### src/rtl/uart_pkg.sv
// Shared types and constants for the UART receive path.
// Imported by the deserializer and its helpers.
package uart_pkg;

  localparam int DEFAULT_CLKS_PER_BIT = 217;

  typedef enum logic [2:0] {
    WAIT_IDLE,
    IDLE,
    START,
    DATA,
    STOP
  } uart_rx_state_t;

  function automatic int cnt_width(input int clks);
    return $clog2(clks);
  endfunction

endpackage

### src/rtl/uart_bit_sync.sv
// Two-flop synchronizer for one asynchronous input bit.
// Reset value is a parameter so idle-high lines come up idle.
module uart_bit_sync #(
  parameter logic RESET_VAL = 1'b1
) (
  input  logic clk,
  input  logic rst,
  input  logic d,
  output logic q
);

  logic meta;

  always_ff @(posedge clk or posedge rst) begin
    if (rst) begin
      meta <= RESET_VAL;
      q    <= RESET_VAL;
    end else begin
      meta <= d;
      q    <= meta;
    end
  end

endmodule

### src/rtl/uart_rx_deser.sv
// UART 8N1 receive deserializer, mid-bit sampling, 1-entry buffer.
// Flags framing (bad stop bit) and overrun (buffer full) errors.
import uart_pkg::*;

module uart_rx_deser #(
  parameter int CLKS_PER_BIT = DEFAULT_CLKS_PER_BIT,
  parameter int DATA_BITS    = 8
) (
  input  logic                 pll_clk,
  input  logic                 rst,
  input  logic                 rx_in,
  output logic [DATA_BITS-1:0] data_out,
  output logic                 valid_out,
  input  logic                 ready_in,
  output logic                 frame_err,
  output logic                 overrun_err
);

  localparam int CW = cnt_width(CLKS_PER_BIT);
  localparam int BW = $clog2(DATA_BITS + 1);

  localparam logic [CW-1:0] HALF_M1 = CW'(CLKS_PER_BIT / 2 - 1);
  localparam logic [CW-1:0] FULL_M1 = CW'(CLKS_PER_BIT - 1);
  localparam logic [CW-1:0] FLUSH   = CW'(2);
  localparam logic [BW-1:0] LAST    = BW'(DATA_BITS - 1);

  uart_rx_state_t state, state_nx;

  logic                 rxs;
  logic [CW-1:0]        cnt;
  logic [BW-1:0]        bit_idx;
  logic [DATA_BITS-1:0] shreg;
  logic                 cnt_clr;
  logic                 shift_en;
  logic                 deliver;
  logic                 ferr;

  uart_bit_sync #(
    .RESET_VAL(1'b1)
  ) u_sync (
    .clk(pll_clk),
    .rst(rst),
    .d  (rx_in),
    .q  (rxs)
  );

  always_ff @(posedge pll_clk or posedge rst) begin
    if (rst) state <= WAIT_IDLE;
    else     state <= state_nx;
  end

  always_comb begin
    state_nx = state;
    cnt_clr  = 1'b0;
    shift_en = 1'b0;
    deliver  = 1'b0;
    ferr     = 1'b0;
    unique case (state)
      WAIT_IDLE: begin
        // let the reset value drain out of the synchronizer first
        if (rxs && cnt >= FLUSH) begin
          state_nx = IDLE;
          cnt_clr  = 1'b1;
        end
      end
      IDLE: begin
        if (!rxs) begin
          state_nx = START;
          cnt_clr  = 1'b1;
        end
      end
      START: begin
        if (cnt == HALF_M1) begin
          cnt_clr  = 1'b1;
          state_nx = rxs ? IDLE : DATA;
        end
      end
      DATA: begin
        if (cnt == FULL_M1) begin
          cnt_clr  = 1'b1;
          shift_en = 1'b1;
          if (bit_idx == LAST) state_nx = STOP;
        end
      end
      STOP: begin
        if (cnt == FULL_M1) begin
          cnt_clr = 1'b1;
          if (rxs) begin
            deliver  = 1'b1;
            state_nx = IDLE;
          end else begin
            ferr     = 1'b1;
            state_nx = WAIT_IDLE;
          end
        end
      end
      default: state_nx = WAIT_IDLE;
    endcase
  end

  always_ff @(posedge pll_clk or posedge rst) begin
    if (rst) begin
      cnt     <= '0;
      bit_idx <= '0;
      shreg   <= '0;
    end else begin
      cnt <= cnt_clr ? '0 : cnt + CW'(1);
      if (shift_en) begin
        shreg   <= {rxs, shreg[DATA_BITS-1:1]};
        bit_idx <= bit_idx + BW'(1);
      end else if (state != DATA) begin
        bit_idx <= '0;
      end
    end
  end

  // single-entry buffer: a full, unread slot keeps the older byte
  always_ff @(posedge pll_clk or posedge rst) begin
    if (rst) begin
      data_out    <= '0;
      valid_out   <= 1'b0;
      frame_err   <= 1'b0;
      overrun_err <= 1'b0;
    end else begin
      frame_err   <= ferr;
      overrun_err <= deliver && valid_out && !ready_in;
      if (deliver && (!valid_out || ready_in)) begin
        data_out  <= shreg;
        valid_out <= 1'b1;
      end else if (valid_out && ready_in) begin
        valid_out <= 1'b0;
      end
    end
  end

endmodule

### config.mk
export PLATFORM = sky130hd
export DESIGN_NAME = uart_rx_deser
export DESIGN_NICKNAME = d
export VERILOG_FILES = /design/src/rtl/uart_pkg.sv /design/src/rtl/uart_bit_sync.sv /design/src/rtl/uart_rx_deser.sv
export SDC_FILE = /design/constraint.sdc
export NUM_CORES = 1
export LEC_CHECK = 0
export ABC_AREA = 1
export CAP_MARGIN = 10
export CORE_MARGIN = 2
export CORE_UTILIZATION = 41
export CTS_CLUSTER_SIZE = 25
export DETAILED_ROUTE_END_ITERATION = 10
export DONT_BUFFER_PORTS = 1
export PLACE_DENSITY_LB_ADDON = 0.25
export SYNTH_ARGS = -nofsm -noshare
export SYNTH_HDL_FRONTEND = slang
export SYNTH_HIERARCHICAL = 1
export SYNTH_SLANG_ARGS = --single-unit
### constraint.sdc
create_clock -name pll_clk -period 1.55 [get_ports pll_clk]
set_clock_uncertainty 0.05 [all_clocks]
set_input_delay 0.3875 -clock pll_clk [delete_from_list [all_inputs] [get_ports pll_clk]]
set_output_delay 0.3875 -clock pll_clk [all_outputs]
set_load 0.03 [all_outputs]
==> results by group, run 1 <==
Finish
  • Final core utilization: 0.529
  • Layout area overhead: 23.5%
  • Register Area: 903 um^2
  • Layout cell share with drive strength beyond 1: 0.356
  • Nets: 223
  • Filler cells: 357
  • Multi-input gate area: 802 um^2
  • Ant. Diodes: 0

Setup path
  • RR Startpoint: cnt[1]
  • Crit path max fanout: 7
  • CP required: 1710 ps
  • Critical path data arrival time: 1750 ps
  • CP Launch Point: cnt[1]
  • Crit end category: flop
  • Startpoint Class: flop
  • FF-to-FF setup slack: -40 ps
  • CP Class: reg2reg

Floorplanning
  • Die area: 0.00474 mm^2
  • Row cnt: 23
  • Chip Width: 68.9 um
  • Die Y: 68.9 um
  • Top Ports: 15
  • Starting Density: 0.428
  • Core footprint: 0.00403 mm^2

STA
  • Final setup violation count: 23
  • RSZ-0062 raised after global routing: yes
  • Post-route minimum period: 1590 ps
  • Slew Viols, Final: 0
  • Max-slew headroom: 0.716
  • Tightest Pin Transition: 426 ps
  • Period utilization: 1.02
  • Final hold viol count: 0
  • Hold WS: 21.5 ps
  • Max Freq: 0.630 GHz
  • Final worst slack: -38.3 ps

Global routing
  • Largest net degree at the start of global routing: 35
  • Number of global-route vias before repair: 1392
  • Met2 GRT Util: 0.293
  • Total track usage: 0.168
  • Met3 usage: 0.0471
  • Initial antenna violation count: 0
  • Grt peak-use layer: met2
  • First-pass GRT wire length: 5890 um
  • Remaining global-route overflow: 0
  • Grt met1 use: 0.196

Synthesis
  • Asr flop ratio synth: 1.00
  • Synth area leader: dfrtp_1
  • Post-synthesis sequential area ratio: 0.524
  • Complex-gate fraction of the synthesized area: 0.0914
  • Synth warn: 6
  • Post-Synth XOR/XNOR Area: 0.0355
  • Yosys reg bits: 36
  • Yosys top cell area share: 0.493
  • Synth Instances: 190
  • Synth cell types: 23
  • Synth Area in Simple Gates: 0.255
  • Synth Net Count: 198
  • Post-synthesis mux area share: 0
  • Post-Syn Area: 0.00173 mm^2
  • Synth Area per Inst: 9.08 um^2
  • Synth Area in Adders: 0.0290
  • Number of flops mapped to enable cells by yosys: 0
  • Largest family of logic cells by synthesized area: simple AND/OR/NAND/NOR gates
  • Main synth FF type: dfrtp_1
  • Synth cell count leaders: nand2_1 (42), dfrtp_1 (34), inv_1 (20), o21ai_0 (13)
  • Top post-synthesis cells by area: dfrtp_1 (49%), nand2_1 (9.1%), inv_1 (4.4%)
  • Most frequent cell after synthesis: nand2_1

Detailed routing
  • 1st-pass router iterations: 4
  • Via density: 4.97
  • DR iter-0 viols: 141
  • Via count: 1322
  • DR WL/cell: 12.6 um
  • DRC viols: 0
  • Final ANT Viol Nets: 0
  • Drt total wl: 3350 um

Pwr
  • Max VDD drop: 783 uV
  • Pwr Density: 1330 mW/mm^2
  • Static leakage: 0.980 nW

Outcome
  • Failing checks: negative setup slack
  • Outcome: finished with violations

Clock network
  • Worst-path clk slew: 80 ps
  • CTS Buf Count: 5
  • Worst skew pair latency: 290 ps
  • Clock root cell: clkbuf_8
  • Clk sink count: 36
  • Clock Tree Buf Depth: 2
  • TritonCTS clock tree: done
  • H-tree Lvls: 2

Run
  • Max-Cap Viols: 0

Placement
  • Placer Congestion: 0.898
  • Dpl ws: -125 ps
  • Post-DP HPWL: 2350 um
  • PortBufs: 0

Hold path
  • Min-delay worst type: in2async
## what timing repair did
action	CTS	global route
gates resized for setup	12	27
pin swaps	4	7
setup endpoints to repair	20	31
cloned	0	0
endpoints found under the hold margin	2	0
setup buffers	4	2
hold buffers	1	0
## logic make-up after synthesis
logic type | after synthesis
AND/OR/NAND/NOR | 91
AO/OA/AOI/OAI | 25
flip-flops | 36
XOR/XNOR | 7
adder cells (fa/ha/maj) | 4
buffers and inverters | 27
## report_power, final
part	internal (W)	switching (W)	leakage, nW
registers	0.00104	0.000102	0.488
clock network	0.000313	0.000347	0.0479
logic	0.000408	0.000626	0.444
## worst max-delay path, stage by stage (launching register included)
cell and delay, ps:
dfrtp_1 420, inv_1 70, ha_2 160, inv_2 40, nor2_4 90, nand2_4 120
buf_4 160, buf_4 130, buf_4 120, nor3_1 150
## final timing paths
check	to	cells after the start
setup / recovery	overrun_err	9
hold reg to reg	u_sync/q	0
min in group pll_clk	u_sync/meta	0
hold / removal	state[1]	2
setup reg to reg	overrun_err	9
max in group asynchronous	u_sync/meta	2
## state kept, by name (all words and copies together) (netlist names)
name,flops
cnt,8
data_out,8
shreg,8
bit_idx,4
state,3
frame_err,1
overrun_err,1
u_sync/meta,1
u_sync/q,1
valid_out,1
## metal layers
metal / up-vias / share of wire
li1: 656 / -
met1: 638 / 0.44
met2: 24 / 0.51
met3: 4 / 0.037
met4: 0 / 0.011
met5: - / 0
## cells in the final DEF (no fill, tap or decap), drive strengths merged
| master | n |
|---|---|
| inv | 25 |
| nor2 | 18 |
| nand2 | 48 |
| nand3 | 11 |
| o22ai | 2 |
| buf | 19 |
| dfrtp | 34 |
| clkinv | 3 |
| xnor2 | 4 |
| xor2 | 3 |
| o21ai | 21 |
| nor4 | 1 |
| nor3 | 12 |
| dfstp | 2 |
| a21oi | 2 |
| clkbuf | 5 |
| dlygate4sd3 | 1 |
| ha | 4 |
| nand4 | 1 |
## per-stage QoR
stage	total power, W	instances	TNS [ps]	cell area (um^2)
6_report	0.00283	266	-539	2130
5_1_grt	0.00306	266	-3160	2130
4_1_cts	0.00277	264	-57.2	2040
3_5_place_dp	0.00204	251	-1370	1880
3_3_place_gp	0.00200	251	-485	1880
2_1_floorplan	0.00177	190	0	1730
## final cells by class
| type | count | area share |
|---|---|---|
| Sequential cell | 36 | 0.424 |
| Multi-Input combinational cell | 127 | 0.376 |
| Timing Repair Buffer | 20 | 0.0851 |
| Inverter | 25 | 0.0440 |
| Clock buffer | 5 | 0.0323 |
| Tap cell | 50 | 0.0294 |
| Clock inverter | 3 | 0.00881 |
Power figures use the tool's default switching activity.
==> run 2: changes to the inputs <==
CORE_ASPECT_RATIO = 0.7   (was not set)
PLACE_DENSITY = 0.61   (was not set)
PLACE_DENSITY_LB_ADDON = not set   (was 0.25)
==> results by group, run 2 (synthesis results as in run 1) <==
Global routing
  • First-pass GRT wire length: 5330 um (was 5890 um)
  • Initial antenna violation count: 0 (unchanged)
  • Remaining global-route overflow: 0 (unchanged)
  • Total track usage: 0.154 (was 0.168)
  • Largest net degree at the start of global routing: 35 (unchanged)
  • Number of global-route vias before repair: 1210 (was 1392)

Detailed routing
  • 1st-pass router iterations: 4 (unchanged)
  • Via count: 1390 (was 1322)
  • DR iter-0 viols: 77 (was 141)
  • Drt total wl: 3820 um (was 3350 um)
  • Via density: 5.11 (was 4.97)
  • DRC viols: 0 (unchanged)
  • Final ANT Viol Nets: 0 (unchanged)
  • DR WL/cell: 14.1 um (was 12.6 um)

Outcome
  • Failing checks: negative setup slack (unchanged)
  • Outcome: finished with violations (unchanged)

Finish
  • Top flop regs: cnt x8, data_out x8, shreg x8 (unchanged)
  • Most frequent cells in the layout: nand2_1 (34), dfrtp_1 (33), buf_4 (18), inv_1 (17) (was dfrtp_1 (34), nand2_1 (31), inv_1 (19), buf_4 (16))
  • Layout area overhead: 30.7% (was 23.5%)
  • Layout cell share with drive strength beyond 1: 0.400 (was 0.356)
  • Ant. Diodes: 0 (unchanged)
  • Commonest non-fill, non-tap cell in the layout: nand2_1 (was dfrtp_1)
  • Register Area: 905 um^2 (was 903 um^2)
  • Filler cells: 333 (was 357)
  • Finished Cell Area: 0.00225 mm^2 (was 0.00213 mm^2)
  • Multi-input gate area: 885 um^2 (was 802 um^2)
  • Nets: 227 (was 223)
  • Non-Filler Instances: 272 (was 266)

STA
  • Final hold viol count: 0 (unchanged)
  • RSZ-0062 raised after global routing: yes (unchanged)
  • Tightest Pin Transition: 429 ps (was 426 ps)
  • Period utilization: 1.04 (was 1.02)
  • Slew Viols, Final: 0 (unchanged)
  • Post-route minimum period: 1610 ps (was 1590 ps)
  • Final worst slack: -64.4 ps (was -38.3 ps)
  • Max-slew headroom: 0.714 (was 0.716)
  • Max Freq: 0.619 GHz (was 0.630 GHz)
  • Final setup violation count: 12 (was 23)

Placement
  • Placer Congestion: 0.759 (was 0.898)
  • DP Cell Count: 255 (was 251)
  • Placed Area: 0.00190 mm^2 (was 0.00188 mm^2)
  • Post-DP HPWL: 2280 um (was 2350 um)
  • PortBufs: 0 (unchanged)

Pwr
  • Power, Total: 0.00326 W (was 0.00283 W)
  • Static leakage: 1.00 nW (was 0.980 nW)
  • Max VDD drop: 668 uV (was 783 uV)
  • Pwr Density: 1450 mW/mm^2 (was 1330 mW/mm^2)

Setup path
  • Startpoint Class: flop (unchanged)
  • CP Class: reg2reg (unchanged)
  • Critical path data arrival time: 1720 ps (was 1750 ps)
  • Crit end category: flop (unchanged)
  • Crit path max fanout: 8 (was 7)
  • CP required: 1650 ps (was 1710 ps)

Floorplanning
  • Core footprint: 0.00397 mm^2 (was 0.00403 mm^2)
  • Row cnt: 19 (was 23)
  • Starting Density: 0.435 (was 0.428)
  • Top Ports: 15 (unchanged)
  • Die area: 0.00475 mm^2 (was 0.00474 mm^2)
  • Chip Width: 81.5 um (was 68.9 um)
  • Die Y: 58.3 um (was 68.9 um)

Clock network
  • Clock Tree Buf Depth: 2 (unchanged)
  • Clock root cell: clkbuf_8 (unchanged)
  • H-tree Lvls: 2 (unchanged)
  • CTS Buf Count: 5 (unchanged)
  • Clk sink count: 36 (unchanged)
  • Worst-path clk slew: 80 ps (about the same)
  • Worst skew pair latency: 290 ps (about the same)
  • TritonCTS clock tree: done (unchanged)

Hold path
  • Min-delay worst type: in2async (unchanged)

Run
  • Max-Cap Viols: 0 (unchanged)
## run 2: changes by cell type in the layout (fill, tap and decap cells not counted), moves of 3 or more
cell	change
nand2_1	+3
nand2_2	-3
nor3_1	-7
nor3_2	+7
o21ai_0	+8
o21ai_1	-5
o21ai_2	-4
## run 2: critical path, stage by stage (launching register included)
cell	delay [ps]
dfrtp_2	450
inv_2	90
ha_4	120
inv_2	40
nor2_4	90
nand2_4	130
buf_6	140
o21ai_2	120
buf_6	170
nor3_1	70
## run 2: layer usage
layer	track usage	part of all wire	wire length (um)	up-vias
met2	0.211	0.48	1830	38
li1	-	-	-	664
met5	0	0	0	-
met3	0.0685	0.050	192	4
met4	0.0436	0.0071	27	0
met1	0.219	0.46	1780	684
## run 2: area by class of cell
class                   instances  share of cell area
clock buffers                   6              0.0322
clock inverters                 2              0.0155
inverters                      25              0.0416
multi-input cells             128               0.392
flip-flops and latches         36               0.401
well taps                      52              0.0289
repair buffers                 23              0.0882
## run 2: power by group
part           total, W  leakage (nW)  internal, W  switching, W
registers       0.00116         0.487      0.00104      0.000121
logic           0.00129         0.462     0.000531      0.000760
clock network  0.000813        0.0552     0.000477      0.000336
## run 2: stage by stage
step	setup TNS (ps)	setup WS (ps)	utilization	hold slack (ps)
2_1_floorplan	0	4.31	-	249
3_3_place_gp	-126	-23.5	0.478	251
3_5_place_dp	-771	-71.5	0.478	260
4_1_cts	-26.0	-10.8	0.523	34.8
5_1_grt	-1710	-128	0.568	17.9
6_report	-346	-64.4	0.568	31.7
## run 2: path summary, 6_finish.rpt
| check | slack (ps) | from | endpoint | depth (start not counted) |
|---|---|---|---|---|
| max | -60 | cnt[1] | cnt[1] | 9 |
| min | 30 | rst | shreg[6] | 2 |
| max reg2reg | -60 | cnt[1] | cnt[1] | 9 |
| min reg2reg | 310 | u_sync/meta | u_sync/q | 0 |
| max in group asynchronous | 920 | rst | u_sync/q | 2 |
| min in group pll_clk | 50 | rx_in | u_sync/meta | 0 |
## run 2: repair_timing
action | in CTS | in global routing
hold buffers | 1 | 0
pin swaps | 6 | 7
cloned | 0 | 1
setup buffers | 3 | 4
gates resized for setup | 11 | 35
hold endpoints to repair | 2 | 0
setup endpoints to repair | 20 | 31
==> run 3: changes to the inputs <==
CORE_UTILIZATION = 45   (was 41)
PLACE_DENSITY = 0.64   (was 0.61)
clock period = 1.49 ns   (was 1.55 ns; I/O delays follow)
==> results by group, run 3 (synthesis results as in run 1) <==
Outcome
  • Outcome: finished with violations (unchanged)
  • Failing checks: negative setup slack (unchanged)

Clock network
  • H-tree Lvls: 2 (unchanged)
  • Worst-path clk slew: 70 ps (was 80 ps)
  • CTS Buf Count: 5 (unchanged)
  • Clock root cell: clkbuf_8 (unchanged)
  • Clk sink count: 36 (unchanged)
  • TritonCTS clock tree: done (unchanged)
  • Worst skew pair latency: 280 ps (was 290 ps)
  • Clock Tree Buf Depth: 2 (unchanged)

Global routing
  • Remaining global-route overflow: 0 (unchanged)
  • Grt met1 use: 0.247 (was 0.219)
  • First-pass GRT wire length: 5930 um (was 5330 um)
  • Largest net degree at the start of global routing: 35 (unchanged)
  • Initial antenna violation count: 0 (unchanged)
  • Number of global-route vias before repair: 1294 (was 1210)
  • Grt peak-use layer: met2 (was met1)
  • Total track usage: 0.177 (was 0.154)
  • Met3 usage: 0.0601 (was 0.0685)
  • Met2 GRT Util: 0.272 (was 0.211)

Finish
  • Top flop regs: cnt x8, data_out x8, shreg x8 (unchanged)
  • Ant. Diodes: 0 (unchanged)
  • Commonest non-fill, non-tap cell in the layout: dfrtp_1 (was nand2_1)
  • Layout cell share with drive strength beyond 1: 0.431 (was 0.400)
  • Layout area overhead: 34.2% (was 30.7%)
  • Most frequent cells in the layout: dfrtp_1 (34), nand2_1 (32), buf_4 (21), inv_1 (17), nand2_2 (13) (was nand2_1 (34), dfrtp_1 (33), buf_4 (18), inv_1 (17))
  • Filler cells: 283 (was 333)
  • Multi-input gate area: 895 um^2 (was 885 um^2)
  • Register Area: 903 um^2 (was 905 um^2)
  • Nets: 232 (was 227)

Placement
  • Placer Congestion: 0.799 (was 0.759)
  • PortBufs: 0 (unchanged)
  • Post-DP HPWL: 2370 um (was 2280 um)

Setup path
  • Crit end category: flop (unchanged)
  • Crit path max fanout: 8 (unchanged)
  • Family with the most delay on the worst path: flip-flops (unchanged)
  • CP required: 1590 ps (was 1650 ps)
  • Cells along the critical path: ha_2 -> nand2_2 -> nor2_2 -> buf_4 -> nand4_1 -> o21ai_2 -> buf_6 -> nor3_1 (was inv_2 -> ha_4 -> inv_2 -> nor2_4 -> nand2_4 -> buf_6 -> o21ai_2 -> buf_6 -> nor3_1)
  • Crit path largest cell delay: 410 ps (was 450 ps)
  • Critical path data arrival time: 1700 ps (was 1720 ps)
  • CP Class: reg2reg (unchanged)
  • Crit-path slowest cell: dfrtp_1 (was dfrtp_2)
  • Buf+Inv Stages, Crit Path: 2 (was 4)
  • Startpoint Class: flop (unchanged)

STA
  • Final worst slack: -106 ps (was -64.4 ps)
  • Max Freq: 0.626 GHz (was 0.619 GHz)
  • Tightest Pin Transition: 429 ps (about the same)
  • RSZ-0062 raised after global routing: yes (unchanged)
  • Post-route minimum period: 1600 ps (was 1610 ps)
  • Slew Viols, Final: 0 (unchanged)
  • Max-slew headroom: 0.714 (about the same)
  • Final setup violation count: 23 (was 12)
  • Final hold viol count: 0 (unchanged)
  • Period utilization: 1.07 (was 1.04)
  • Setup TNS: -1390 ps (was -346 ps)

Detailed routing
  • DR WL/cell: 13.9 um (was 14.1 um)
  • Drt total wl: 3810 um (was 3820 um)
  • Final ANT Viol Nets: 0 (unchanged)
  • DR iter-0 viols: 139 (was 77)
  • DRC viols: 0 (unchanged)
  • 1st-pass router iterations: 4 (unchanged)
  • Via density: 4.95 (was 5.11)
  • Via count: 1361 (was 1390)

Pwr
  • Static leakage: 1.06 nW (was 1.00 nW)
  • Pwr Density: 1530 mW/mm^2 (was 1450 mW/mm^2)
  • Power, Total: 0.00354 W (was 0.00326 W)
  • Max VDD drop: 801 uV (was 668 uV)

Floorplanning
  • Die area: 0.00435 mm^2 (was 0.00475 mm^2)
  • Die Y: 55.8 um (was 58.3 um)
  • Top Ports: 15 (unchanged)
  • Core footprint: 0.00360 mm^2 (was 0.00397 mm^2)
  • Starting Density: 0.479 (was 0.435)
  • Chip Width: 78.0 um (was 81.5 um)
  • Row cnt: 18 (was 19)

Run
  • Max-Cap Viols: 0 (unchanged)

Hold path
  • Min-delay worst type: in2async (unchanged)
## run 3: final cells by class
class / count / share of cell area
flip-flops and latches: 36 / 0.390
clock inverters: 1 / 0.0130
clock buffers: 7 / 0.0416
inverters: 25 / 0.0405
multi-input cells: 128 / 0.386
well taps: 50 / 0.0270
repair buffers: 28 / 0.102
## run 3: worst paths after layout
kind	startpoint	to	slack [ps]	depth (start not counted)
worst max-delay path	cnt[1]	cnt[3]	-110	8
worst min-delay path	rst	bit_idx[0]	20	2
worst max register to register	cnt[1]	cnt[3]	-110	8
worst min register to register	u_sync/meta	u_sync/q	310	0
max in group asynchronous	rst	u_sync/q	870	2
min in group pll_clk	rx_in	u_sync/meta	40	0
## run 3: metrics by stage
step                 util  hold WS [ps]  cells  setup WS (ps)  area [um^2]
floorplan               -           234    190           5.73         1730
global placement    0.530           244    256          -99.4         1910
detailed placement  0.530           246    256           -116         1910
CTS                 0.594          26.1    271          -37.0         2140
global route        0.643          12.1    275           -214         2320
finish              0.643          19.2    275           -106         2320
## run 3: power breakdown
part / switching [W] / leakage, nW / internal, W
Combinational: 0.000817 / 0.511 / 0.000609
Clock: 0.000339 / 0.0645 / 0.000590
Sequential: 0.000108 / 0.488 / 0.00108
Total: 0.00126 / 1.06 / 0.00228
## run 3: metal layers
metal | vias up | share of wire
li1 | 680 | -
met1 | 642 | 0.48
met2 | 35 | 0.46
met3 | 4 | 0.051
met4 | 0 | 0.0081
met5 | - | 0
## run 3: worst register-to-register path, cell delays in order (launching register included)
cell     delay (ps)
dfrtp_1         410
ha_2            230
nand2_2          60
nor2_2          120
buf_4           120
nand4_1         130
o21ai_2         110
buf_6           170
nor3_1           70
## run 3: timing repair
item                                   in CTS  in global routing
pin swaps                                  13                 18
endpoints found under the hold margin       2                  0
hold buffers                                1                  0
setup endpoints to repair                  26                 32
buffers inserted                            5                  4
resized for setup                          14                 44
gates cloned                                1                  0
